**src/rtl/ex_mem_stage.sv**
```systemverilog
// EX/MEM pipeline register: resolves EX-stage exceptions (Ov, AdEL, AdES) and
// forms store byte enables and lane-replicated store data for the data memory.
module ex_mem_stage #(
  parameter logic [31:0] RESET_PC = 32'h0000_3000,
  parameter logic [31:0] DM_TOP   = 32'h0000_2FFF
) (
  input  logic        clk,
  input  logic        reset,
  input  logic        stall,
  input  logic        flush,
  input  logic [31:0] ex_pc,
  input  logic        ex_bd,
  input  logic [4:0]  ex_exc,
  input  logic [31:0] alu_y,
  input  logic        alu_ov,
  input  logic        ov_trap,
  input  logic [3:0]  ex_memop,
  input  logic [31:0] ex_rt,
  input  logic [4:0]  ex_wa,
  input  logic        ex_we,
  output logic [31:0] mem_pc,
  output logic        mem_bd,
  output logic [4:0]  mem_exc,
  output logic [31:0] mem_y,
  output logic [3:0]  mem_memop,
  output logic [3:0]  mem_byteen,
  output logic [31:0] mem_wdata,
  output logic [4:0]  mem_wa,
  output logic        mem_we
);

  localparam logic [3:0] MOP_NONE = 4'd0;
  localparam logic [3:0] MOP_LW   = 4'd1;
  localparam logic [3:0] MOP_LH   = 4'd2;
  localparam logic [3:0] MOP_LHU  = 4'd3;
  localparam logic [3:0] MOP_LB   = 4'd4;
  localparam logic [3:0] MOP_LBU  = 4'd5;
  localparam logic [3:0] MOP_SW   = 4'd6;
  localparam logic [3:0] MOP_SH   = 4'd7;
  localparam logic [3:0] MOP_SB   = 4'd8;

  localparam logic [4:0] EXC_NONE = 5'd0;
  localparam logic [4:0] EXC_ADEL = 5'd4;
  localparam logic [4:0] EXC_ADES = 5'd5;
  localparam logic [4:0] EXC_OV   = 5'd12;

  function automatic logic in_range(input logic [31:0] a,
                                    input logic [31:0] lo,
                                    input logic [31:0] hi);
    return (a >= lo) && (a <= hi);
  endfunction

  logic        is_load_s;
  logic        is_store_s;
  logic        sub_word_s;
  logic        misaligned_s;
  logic        timer_s;
  logic        legal_s;
  logic        count_reg_s;
  logic        addr_fault_s;
  logic [3:0]  be_raw_s;

  logic [4:0]  exc_d;
  logic [3:0]  memop_d;
  logic [3:0]  byteen_d;
  logic [31:0] wdata_d;
  logic        we_d;

  logic [31:0] pc_q;
  logic        bd_q;
  logic [4:0]  exc_q;
  logic [31:0] y_q;
  logic [3:0]  memop_q;
  logic [3:0]  byteen_q;
  logic [31:0] wdata_q;
  logic [4:0]  wa_q;
  logic        we_q;

  // Decode memop into access class, width and alignment requirement.
  always_comb begin
    is_load_s    = 1'b0;
    is_store_s   = 1'b0;
    sub_word_s   = 1'b0;
    misaligned_s = 1'b0;
    case (ex_memop)
      MOP_LW: begin
        is_load_s    = 1'b1;
        misaligned_s = (alu_y[1:0] != 2'b00);
      end
      MOP_LH, MOP_LHU: begin
        is_load_s    = 1'b1;
        sub_word_s   = 1'b1;
        misaligned_s = alu_y[0];
      end
      MOP_LB, MOP_LBU: begin
        is_load_s  = 1'b1;
        sub_word_s = 1'b1;
      end
      MOP_SW: begin
        is_store_s   = 1'b1;
        misaligned_s = (alu_y[1:0] != 2'b00);
      end
      MOP_SH: begin
        is_store_s   = 1'b1;
        sub_word_s   = 1'b1;
        misaligned_s = alu_y[0];
      end
      MOP_SB: begin
        is_store_s = 1'b1;
        sub_word_s = 1'b1;
      end
      default: begin
        is_load_s  = 1'b0;
        is_store_s = 1'b0;
      end
    endcase
  end

  // Address map checks; timers only accept full-word accesses.
  always_comb begin
    timer_s      = in_range(alu_y, 32'h0000_7F00, 32'h0000_7F0B) ||
                   in_range(alu_y, 32'h0000_7F10, 32'h0000_7F1B);
    legal_s      = (alu_y <= DM_TOP) || timer_s ||
                   in_range(alu_y, 32'h0000_7F20, 32'h0000_7F23);
    count_reg_s  = (alu_y == 32'h0000_7F08) || (alu_y == 32'h0000_7F18);
    addr_fault_s = alu_ov || misaligned_s || !legal_s || (timer_s && sub_word_s);
  end

  // Exception priority and the memory/register side effects it gates.
  always_comb begin
    if (ex_exc != EXC_NONE) begin
      exc_d = ex_exc;
    end else if (is_load_s && addr_fault_s) begin
      exc_d = EXC_ADEL;
    end else if (is_store_s && (addr_fault_s || count_reg_s)) begin
      exc_d = EXC_ADES;
    end else if (ov_trap && alu_ov) begin
      exc_d = EXC_OV;
    end else begin
      exc_d = EXC_NONE;
    end

    be_raw_s = 4'b0000;
    wdata_d  = ex_rt;
    case (ex_memop)
      MOP_SW: begin
        be_raw_s = 4'b1111;
        wdata_d  = ex_rt;
      end
      MOP_SH: begin
        be_raw_s = alu_y[1] ? 4'b1100 : 4'b0011;
        wdata_d  = {2{ex_rt[15:0]}};
      end
      MOP_SB: begin
        be_raw_s = 4'b0001 << alu_y[1:0];
        wdata_d  = {4{ex_rt[7:0]}};
      end
      default: begin
        be_raw_s = 4'b0000;
        wdata_d  = ex_rt;
      end
    endcase

    byteen_d = (exc_d == EXC_NONE) ? be_raw_s : 4'b0000;
    memop_d  = ((exc_d == EXC_NONE) && (is_load_s || is_store_s)) ? ex_memop : MOP_NONE;
    we_d     = ex_we && (exc_d == EXC_NONE);
  end

  // Stage register: flush keeps PC/bd for EPC, stall holds everything.
  always_ff @(posedge clk or posedge reset) begin
    if (reset) begin
      pc_q     <= RESET_PC;
      bd_q     <= 1'b0;
      exc_q    <= 5'd0;
      y_q      <= 32'd0;
      memop_q  <= 4'd0;
      byteen_q <= 4'd0;
      wdata_q  <= 32'd0;
      wa_q     <= 5'd0;
      we_q     <= 1'b0;
    end else if (flush) begin
      pc_q     <= ex_pc;
      bd_q     <= ex_bd;
      exc_q    <= 5'd0;
      y_q      <= 32'd0;
      memop_q  <= 4'd0;
      byteen_q <= 4'd0;
      wdata_q  <= 32'd0;
      wa_q     <= 5'd0;
      we_q     <= 1'b0;
    end else if (!stall) begin
      pc_q     <= ex_pc;
      bd_q     <= ex_bd;
      exc_q    <= exc_d;
      y_q      <= alu_y;
      memop_q  <= memop_d;
      byteen_q <= byteen_d;
      wdata_q  <= wdata_d;
      wa_q     <= ex_wa;
      we_q     <= we_d;
    end
  end

  assign mem_pc     = pc_q;
  assign mem_bd     = bd_q;
  assign mem_exc    = exc_q;
  assign mem_y      = y_q;
  assign mem_memop  = memop_q;
  assign mem_byteen = byteen_q;
  assign mem_wdata  = wdata_q;
  assign mem_wa     = wa_q;
  assign mem_we     = we_q;

endmodule

```
**config.mk**
```make
export PLATFORM = sky130hd
export DESIGN_NAME = ex_mem_stage
export DESIGN_NICKNAME = d
export VERILOG_FILES = /design/src/rtl/ex_mem_stage.sv
export SDC_FILE = /design/constraint.sdc
export NUM_CORES = 1
export LEC_CHECK = 0
export BUFFER_PORTS_ARGS = -buffer_cell sky130_fd_sc_hd__buf_4
export CAP_MARGIN = 20
export CORE_ASPECT_RATIO = 1.75
export CORE_UTILIZATION = 43
export DETAILED_ROUTE_END_ITERATION = 10
export GPL_TIMING_DRIVEN = 0
export HOLD_SLACK_MARGIN = 0.15
export PLACE_DENSITY = 0.77
export SETUP_SLACK_MARGIN = 0.15
export SLEW_MARGIN = 20
export SYNTH_ARGS = -nofsm -noshare
export SYNTH_HDL_FRONTEND = slang
export SYNTH_SLANG_ARGS = --single-unit
```
**constraint.sdc**
```tcl
create_clock -name clk -period 2.98 [get_ports clk]
set_input_delay 0 -clock clk [delete_from_list [all_inputs] [get_ports clk]]
set_output_delay 0 -clock clk [all_outputs]
set_load 0.03 [all_outputs]
```
==> results of run 1 <==
==> worst max path at each step <==
stage / from / to / slack (ps)
after CTS: ex_memop[0] / mem_wdata[26] / 520
after floorplan: alu_y[15] / mem_exc[3] / 1470
after global placement: reset / mem_wdata[21] / 860
after detailed placement: ex_memop[0] / mem_wdata[25] / 920
final: ex_exc[1] / mem_exc[2] / 470
after global routing: ex_memop[0] / mem_wdata[26] / 340
==> worst max-delay path, delay by kind of cell <==
family,cells,cell delay (ps)
compound gates,2,320
simple gates,2,680
buf+inv,4,1810
==> synth_stat cells <==
cell type and n:
a21boi_0 1, a21o_1 1, nand4_4 1, a221oi_1 2
o211ai_1 1, a32o_1 4, nand3_1 4, or4_4 2
and3_1 1, nor4b_2 1, a21oi_1 43, a211oi_1 4
buf_4 1, or4_1 2, a211o_1 1, o21ai_1 1
dfrtp_1 114, mux2i_1 48, a2111o_1 1, o31ai_1 1
o2111ai_1 1, nand2b_1 1, o21ai_2 2, or3_1 1
nor2_1 82, buf_2 6, a41o_1 1, nand2_1 145
nand4b_1 1, a31oi_1 8, o22ai_1 4, buf_1 12
dfstp_2 2, nor2b_1 2, nor3_1 5, nor4_4 2
nor4b_1 1, and4b_1 1, inv_1 6, a22o_1 5
nor4_1 3, o21ai_0 10, clkbuf_1 18, a21oi_2 1
==> metal layers <==
metal	vias up	global-route usage, %
met5	-	0
met4	0	19.0
met3	92	7.15
met2	307	58.5
met1	2763	32.4
li1	2632	-
==> what timing repair did <==
item	CTS	global route
hold buffers	125	0
hold endpoints to repair	198	0
setup buffers	0	0
==> power by group through the flow <==
stage	clock (mW)	sequential (mW)	combinational, mW
after floorplan	0	1.94	0.246
after global placement	0	1.75	0.793
after detailed placement	0	1.76	0.819
after CTS	1.85	1.73	0.951
after global routing	1.91	1.74	1.03
final	1.82	1.73	0.971
==> kinds of logic (layout without fill, tap and decap cells) <==
group | count (synthesis) | in the layout | synth area share, %
muxes | 48 | 48 | 9.20
DFF | 116 | 116 | 55.6
AOI/OAI and AO/OA | 92 | 92 | 11.0
buffers and inverters | 43 | 433 | 3.31
and+or+nand+nor | 255 | 255 | 20.9
==> registers in the layout (all words and copies together) (netlist names) <==
register    flops
mem_bd          1
mem_byteen      4
mem_exc         5
mem_memop       4
mem_pc         32
mem_wa          5
mem_wdata      32
mem_we          1
mem_y          32
==> metrics by stage <==
stage	power (mW)	util, %	hold slack, ps	worst slack, ps
after floorplan	2.19	-	87.7	1470
after global placement	2.54	60.9	195	861
after detailed placement	2.57	61.4	71.3	923
after CTS	4.53	76.6	151	518
after global routing	4.69	76.6	190	343
final	4.53	76.6	151	465
==> cell usage in the layout, fill, tap and decap left out, types with 8 or more instances in the layout <==
master,n
buf_4,232
nand2_1,145
dlygate4sd3_1,125
dfrtp_1,114
nor2_1,82
mux2i_1,48
a21oi_1,43
clkbuf_1,18
clkbuf_16,17
buf_1,12
o21ai_0,10
a31oi_1,8
==> cell type report <==
cell class                      count  area (um^2)
Buffer                             37          150
Inverter                            6         26.3
Sequential cell                   116         2910
Clock inverter                     12         83.8
Clock buffer                       19          453
Fill cell                         730         2740
Multi-Input combinational cell    395         2140
Timing Repair Buffer              359         3050
Tap cell                          135          169
==> qor.yml, run 1 <==
status:
  status: "completed"
power_and_ir_drop:
  pwr_density_cell_nw_per_um2: 504
  net-switching-power_mw: 1.32
  internal-power_mw: 3.20
  power_frac_clock_pct: 40.3
  leakage_nw: 4.57
  switching_share_pct: 29.2
  power_frac_comb_pct: 21.4
  seq_power_share_pct: 38.3
  ir_worst_vdd_mv: 0.503
floorplanning:
  die_w_um: 85.3
  ios: 234
  die_h_um: 148
  rows: 52
  die_area_um2: 12600
  initial_utilization_pct: 44.6
  core-area_um2: 11700
critical_path:
  cp-end-kind: "flip-flop"
  reg2reg_depth: 3
  worstPathArrival_ps: 2820
  r2r_end: "mem_exc[3]"
  worstPathMaxFanout: 3
  crit_top_cell: "dlygate4sd3_1"
  cp_slowest_cell: "or4_1"
  r2r_start: "mem_exc[3]"
  startpoint_type: "primary input"
  crit_type: "primary input to flip-flop"
  rrSetupSlack_ps: 1680
  cp_cell_sequence: "dlygate4sd3_1 > buf_4 > or4_1 > nor2_1 > dlygate4sd3_1 > o211ai_1 > dlygate4sd3_1 > a221oi_1"
  crit_required_ps: 3280
  critPathMaxStageDelay_ps: 570
clocking:
  cts_tree: "built"
  htree_num_levels: 4
  cts_resized: 0
  clock_latency_ps: 400
  cts-buffers-inserted: 17
  clkTransAtPathRegs_ps: 50
  cts-root-buf: "clkbuf_16"
  clockBufferDepth: 2
  clock_sinks: 116
job:
  cap_violations: 0
layout:
  diodes: 0
  area_growth_pct: 71.9
  stdcell_count: 1079
  final_nets: 1050
  design_area_um2: 8980
  drive_gt1_share_pct: 30.1
routing:
  wl_met1_um: 6680
  ant_nets: 0
  num_vias: 5794
  dr_wl_met2_um: 10500
  drc_errors: 0
  top_layer: "met4"
  wl_met3_um: 1190
  viasPerCell: 5.37
  wl_um: 19400
  drt_iter0_markers: 349
  wl_per_cell_um: 18.0
  dr.pass1.iters: 6
synth:
  ys_ff_latch: 116
  synth_cells: 554
  mappedNetlistNets: 672
  syn_area_um2: 5220
  ys_types: 44
  yosysTopAreaCellShare_pct: 54.6
  synth_top_area_cell: "dfrtp_1"
  yosysWarnings: 0
  synth_area_leaders: "dfrtp_1 (55%), nand2_1 (10%), mux2i_1 (9.2%)"
  synth_area_per_cell_um2: 9.42
  ys_seq_area_share_pct: 55.6
place:
  place.gp.congestion: 0.888
  dpl_cell_area_um2: 7190
  dp.cells: 923
  dp_hpwl_um: 12600
  numPortBuffers: 231
global_route:
  grt-ovfl-total: 0
  grt_pass1_vias: 6180
  grt_usage_pct: 31.9
  antenna_found_initial: 0
  grt_max_degree: 35
  grt_pass1_wl_um: 30700
timing:
  grt_setup_unrepaired: "no"
  period_share_pct: 84.4
  fin_crit_ps: 2510
  fin_setup_tns_ps: 0
  tightest_slew_ps: 846
  drv_slew: 0
  finalSetupViolCount: 0
  hold_violations: 0
  fin_skew_ps: 0
  slew_headroom_pct: 43.6
  timing.fmax_mhz: 398
min_path:
  hold_path.startpoint: "flush"
  hold_depth: 3
  hp-class: "primary input to flip-flop"
  min_to: "mem_wdata[10]"
Power figures use the tool's default switching activity.
==> run 2: changes to the inputs <==
--- a/config.mk
+++ b/config.mk
@@ -8,11 +8,11 @@
 export BUFFER_PORTS_ARGS = -buffer_cell sky130_fd_sc_hd__buf_4
 export CAP_MARGIN = 20
 export CORE_ASPECT_RATIO = 1.75
-export CORE_UTILIZATION = 43
+export CORE_UTILIZATION = 47
 export DETAILED_ROUTE_END_ITERATION = 10
 export GPL_TIMING_DRIVEN = 0
 export HOLD_SLACK_MARGIN = 0.15
-export PLACE_DENSITY = 0.77
+export PLACE_DENSITY = 0.8
 export SETUP_SLACK_MARGIN = 0.15
 export SLEW_MARGIN = 20
 export SYNTH_ARGS = -nofsm -noshare
==> constraint.sdc (replaced) <==
create_clock -name clk -period 2.35 [get_ports clk]
set_input_delay 0 -clock clk [delete_from_list [all_inputs] [get_ports clk]]
set_output_delay 0 -clock clk [all_outputs]
set_load 0.03 [all_outputs]
==> run 2 against run 1 <==
Against the previous run:
- power up 35%
- clock skew unchanged
- non-clock buffer count increased by 2
- register-to-register slack lost 690 ps
- largest cell class unchanged
- sequential cell count did not move
- combinational power up 30%
- die area decreased by 8.4%
- critical endpoint is now mem_memop[2]
- cell count down 0.19%
- design area up 0.86%
==> qor.yml, run 2 (same netlist as run 1, synthesis figures left out) <==
layout:
  area_growth_pct: 73.4  # was 71.9%
  design_area_um2: 9050  # was 8980 um^2
  diodes: 0  # unchanged
  seqCellArea_um2: 2910  # unchanged
  layout_commonest_cell: "buf_4"  # unchanged
  multi_input_area_um2: 2140  # unchanged
  layout_common_cells: "buf_4 (232), nand2_1 (145), dlygate4sd3_1 (127)"  # was buf_4 (232), nand2_1 (145), dlygate4sd3_1 (125)
  final_nets: 1052  # was 1050
  drive_gt1_share_pct: 30.0  # was 30.1%
  fillerInstances: 591  # was 730
global_route:
  grt_pass1_vias: 6538  # was 6180
  grt_max_degree: 37  # was 35
  antenna_found_initial: 0  # unchanged
  grt_usage_pct: 38.9  # was 31.9%
  grt-ovfl-total: 0  # unchanged
  grt_pass1_wl_um: 32800  # was 30700 um
timing:
  slew_headroom_pct: 39.1  # was 43.6%
  fin_crit_ps: 2000
  grt_setup_unrepaired: "no"  # unchanged
  fin_setup_tns_ps: 0  # unchanged
  period_share_pct: 85.3
  fin_skew_ps: 0  # unchanged
  hold_violations: 0  # unchanged
  tightest_slew_ps: 914  # was 846 ps
  finalSetupViolCount: 0  # unchanged
  drv_slew: 0  # unchanged
  hold_slack_ps: 163  # was 151 ps
  timing.fmax_mhz: 499
critical_path:
  cp-end-kind: "flip-flop"  # unchanged
  worstPathArrival_ps: 2350  # was 2820 ps
  crit_required_ps: 2700  # was 3280 ps
  worstPathMaxFanout: 9  # was 3
  crit_type: "primary input to flip-flop"  # unchanged
  startpoint_type: "primary input"  # unchanged
power_and_ir_drop:
  switching_share_pct: 28.5  # was 29.2%
  pwr_density_cell_nw_per_um2: 675  # was 504 nW/um^2
  power_frac_comb_pct: 20.7  # was 21.4%
  net-switching-power_mw: 1.74  # was 1.32 mW
  leakage_nw: 4.62  # was 4.57 nW
  internal-power_mw: 4.37  # was 3.20 mW
  total_power_mw: 6.11  # was 4.53 mW
  ir_worst_vdd_mv: 0.624  # was 0.503 mV
  power_frac_clock_pct: 43.2  # was 40.3%
  seq_power_share_pct: 36.1  # was 38.3%
clocking:
  cts-buffers-inserted: 17  # unchanged
  cts_tree: "built"  # unchanged
  htree_num_levels: 4  # unchanged
  clock_sinks: 116  # unchanged
  clock_latency_ps: 420  # was 400 ps
  cts_resized: 0  # unchanged
  cts-root-buf: "clkbuf_16"  # unchanged
  clkTransAtPathRegs_ps: 60  # was 50 ps
  clockBufferDepth: 2  # unchanged
routing:
  num_vias: 6013  # was 5794
  wl_um: 21300  # was 19400 um
  wl_per_cell_um: 19.8  # was 18.0 um
  drc_errors: 0  # unchanged
  ant_nets: 0  # unchanged
  drt_iter0_markers: 402  # was 349
  dr.pass1.iters: 6  # unchanged
  viasPerCell: 5.58  # was 5.37
floorplanning:
  die_w_um: 81.7  # was 85.3 um
  core-area_um2: 10800  # was 11700 um^2
  rows: 50  # was 52
  ios: 234  # unchanged
  die_h_um: 141  # was 148 um
  die_area_um2: 11600  # was 12600 um^2
  initial_utilization_pct: 48.5  # was 44.6%
min_path:
  hp-class: "primary input to asynchronous set/reset pin"  # was primary input to flip-flop
job:
  cap_violations: 0  # unchanged
status:
  status: "completed"  # unchanged
place:
  numPortBuffers: 231  # unchanged
  dpl_cell_area_um2: 7180  # was 7190 um^2
  place.gp.congestion: 0.895  # was 0.888
  dp_hpwl_um: 12500  # was 12600 um
## run 2: cell count changes in the layout (fill, tap and decap cells not counted), sizes merged
cell         previous run  this run
bufinv                  0         3
clkinv                  6         5
clkinvlp                6         5
dlygate4sd3           125       127
## run 2: cell type report
cell class | instances | share of cell area [%]
buffer | 37 | 1.66
clock buffer | 19 | 4.89
clock inverter | 13 | 1.74
inverter | 6 | 0.290
multi-input combinational | 395 | 23.7
sequential | 116 | 32.1
tap | 130 | 1.80
timing repair buffer | 361 | 33.9
## run 2: worst max-delay path, stage by stage
cell	delay, ps
dlygate4sd3_1	570
buf_4	150
nand4b_1	150
nor3_1	420
a41o_1	300
nand4_4	190
a211oi_1	370
a32o_1	210
## run 2: layer usage
layer  share of wire (%)  vias to the layer above  global-route usage [%]
met5                   0                        -                       0
met2                  52                      378                    64.9
met1                  33                     2859                    39.7
met3                 7.1                      146                    12.2
met4                 8.0                        0                    28.6
li1                    -                     2630                       -
## run 2: timing repair
action | CTS | global route
hold endpoints to repair | 197 | 0
buffers inserted | 0 | 0
hold buffers | 127 | 0
## run 2: final timing paths
path / start / end / slack, ps / depth (start not counted)
max: alu_y[7] / mem_memop[2] / 350 / 8
min: reset / mem_pc[6] / 160 / 3
max reg2reg: mem_wa[4] / mem_wa[4] / 990 / 3
min reg2reg: mem_pc[22] / mem_pc[22] / 480 / 2
max in group asynchronous: reset / mem_wa[3] / 1410 / 5
min in group clk: ex_memop[1] / mem_memop[0] / 210 / 5
## run 2: power groups by stage
stage | clock network, mW | logic (mW) | registers [mW]
2_1_floorplan | 0 | 0.312 | 2.46
3_3_place_gp | 0 | 1.00 | 2.22
4_1_cts | 2.64 | 1.22 | 2.19
3_5_place_dp | 0 | 1.04 | 2.23
5_1_grt | 2.75 | 1.34 | 2.21
6_report | 2.64 | 1.26 | 2.20
## run 2: per-stage QoR
stage          util (%)  setup slack [ps]  cells
2_1_floorplan         -               841    554
3_3_place_gp       66.2               255    915
3_5_place_dp       66.7               335    918
4_1_cts            84.1               388   1077
5_1_grt            84.1               210   1077
6_report           84.1               346   1077
==> run 3: changes to the inputs <==
--- a/config.mk
+++ b/config.mk
@@ -9,6 +9,7 @@
 export CAP_MARGIN = 20
 export CORE_ASPECT_RATIO = 1.75
 export CORE_UTILIZATION = 47
+export CTS_BUF_LIST = sky130_fd_sc_hd__clkbuf_16
 export DETAILED_ROUTE_END_ITERATION = 10
 export GPL_TIMING_DRIVEN = 0
 export HOLD_SLACK_MARGIN = 0.15
==> run 3 against run 2 <==
Against the previous run:
- power is 0.87% lower
- clock skew stayed put
- die area stayed put
- clock power is 2% lower
- design area is 0.11% lower
- register-to-register slack better by 20 ps
==> qor.yml, run 3 (same netlist as run 1, synthesis figures left out) <==
layout:
  area_growth_pct: 73.2  # was 73.4%
  final_util_pct: 84.0  # was 84.1%
  stdcell_count: 1077  # unchanged
  drive_gt1_share_pct: 29.9  # was 30.0%
  layout_common_cells: "buf_4 (232), nand2_1 (145), dlygate4sd3_1 (127)"  # unchanged
  layout_commonest_cell: "buf_4"  # unchanged
  final_nets: 1052  # unchanged
  diodes: 0  # unchanged
routing:
  drc_errors: 0  # unchanged
  wl_um: 21000  # was 21300 um
  num_vias: 6003  # was 6013
  viasPerCell: 5.57  # was 5.58
  wl_per_cell_um: 19.5  # was 19.8 um
  ant_nets: 0  # unchanged
  dr.pass1.iters: 7  # was 6
  drt_iter0_markers: 287  # was 402
global_route:
  grt_pass1_wl_um: 32000  # was 32800 um
  grt_max_degree: 37  # unchanged
  busiest_layer: "met2"  # unchanged
  use_met2_pct: 64.0  # was 64.9%
  grt_usage_pct: 37.7  # was 38.9%
  grt_use_met3_pct: 11.2  # was 12.2%
  met1_usage_pct: 36.7  # was 39.7%
  grt-ovfl-total: 0  # unchanged
  antenna_found_initial: 0  # unchanged
  grt_pass1_vias: 6565  # was 6538
place:
  dp_hpwl_um: 12500  # unchanged
  dp_slack_ps: 335  # unchanged
  place.gp.congestion: 0.895  # unchanged
  numPortBuffers: 231  # unchanged
  dp.cells: 918  # unchanged
floorplanning:
  die_w_um: 81.7  # unchanged
  die_h_um: 141  # unchanged
  initial_utilization_pct: 48.5  # unchanged
  die_area_um2: 11600  # unchanged
  rows: 50  # unchanged
  ios: 234  # unchanged
  core-area_um2: 10800  # unchanged
critical_path:
  r2r_end: "mem_wdata[7]"  # was mem_wa[4]
  cp-end-kind: "flip-flop"  # unchanged
  crit_required_ps: 2690  # was 2700 ps
  rrSetupSlack_ps: 1010  # was 990 ps
  startpoint_type: "primary input"  # unchanged
  worstPathMaxFanout: 9  # unchanged
  crit_type: "primary input to flip-flop"  # unchanged
  worstPathArrival_ps: 2350  # about the same
  reg2reg_depth: 3  # unchanged
  r2r_start: "mem_wdata[7]"  # was mem_wa[4]
clocking:
  cts_resized: 0  # unchanged
  clock_sinks: 116  # unchanged
  post_cts_buffers: 0  # unchanged
  cts-buffers-inserted: 17  # unchanged
  clkTransAtPathRegs_ps: 60  # about the same
  clockBufferDepth: 2  # unchanged
  clock_latency_ps: 410  # was 420 ps
  cts_tree: "built"  # unchanged
  htree_num_levels: 4  # unchanged
  cts-root-buf: "clkbuf_16"  # unchanged
power_and_ir_drop:
  total_power_mw: 6.05  # was 6.11 mW
  ir_worst_vdd_mv: 0.625  # was 0.624 mV
  pwr_density_cell_nw_per_um2: 670  # was 675 nW/um^2
  power_frac_comb_pct: 20.8  # was 20.7%
  leakage_nw: 4.62  # about the same
  seq_power_share_pct: 36.4  # was 36.1%
  power_frac_clock_pct: 42.8  # was 43.2%
  internal-power_mw: 4.33  # was 4.37 mW
  net-switching-power_mw: 1.72  # was 1.74 mW
  switching_share_pct: 28.5  # about the same
timing:
  slew_headroom_pct: 43.0  # was 39.1%
  grt_setup_unrepaired: "no"  # unchanged
  tightest_slew_ps: 856  # was 914 ps
  fin_crit_ps: 2000  # about the same
  hold_violations: 0  # unchanged
  drv_slew: 0  # unchanged
  period_share_pct: 85.3  # about the same
  fin_setup_tns_ps: 0  # unchanged
  fin_ws_ps: 346  # about the same
  fin_skew_ps: 0  # unchanged
  finalSetupViolCount: 0  # unchanged
  timing.fmax_mhz: 499  # about the same
status:
  status: "completed"  # unchanged
min_path:
  hp-class: "primary input to asynchronous set/reset pin"  # unchanged
job:
  cap_violations: 0  # unchanged
## run 3: cell type report
type,instances,area (um^2)
sequential,116,2910
buffer,37,150
clock buffer,17,425
fill,587,1720
tap,130,163
inverter,6,26.3
timing repair buffer,361,3070
multi-input combinational,395,2140
clock inverter,15,165
## run 3: power by group through the flow
stage	Sequential [mW]	Clock (mW)	Combinational, mW
after floorplan	2.46	0	0.312
after global placement	2.22	0	1.00
after detailed placement	2.23	0	1.04
after CTS	2.19	2.60	1.22
after global routing	2.21	2.71	1.33
final	2.20	2.59	1.26
## run 3: per-layer routing
layer	up-vias	routed length, um
li1	2634	-
met1	2836	6750
met2	377	10900
met3	156	1510
met4	0	1770
met5	-	0
## run 3: worst max-delay path by stage
stage | from | end | slack, ps | cells after the start
final | alu_y[7] | mem_memop[2] | 350 | 8
after global routing | ex_memop[0] | mem_wdata[26] | 210 | 10
after CTS | alu_y[15] | mem_memop[2] | 390 | 7
after detailed placement | ex_memop[0] | mem_wdata[24] | 340 | 10
after global placement | reset | mem_y[15] | 250 | 2
after floorplan | alu_y[15] | mem_exc[3] | 840 | 5
## run 3: timing repair
item / CTS / global route
endpoints found under the setup margin: 0 / 0
hold buffers: 127 / 0
endpoints found under the hold margin: 197 / 0
## run 3: critical path, cell delays in order
cell and delay [ps]:
dlygate4sd3_1 570, buf_4 150, nand4b_1 150, nor3_1 430
a41o_1 300, nand4_4 180, a211oi_1 360, a32o_1 210
## run 3: through the flow
step	instance area, um^2	hold WS, ps
floorplan	5230	87.7
global placement	7120	195
detailed placement	7180	46.3
CTS	9040	174
global route	9040	198
finish	9040	164
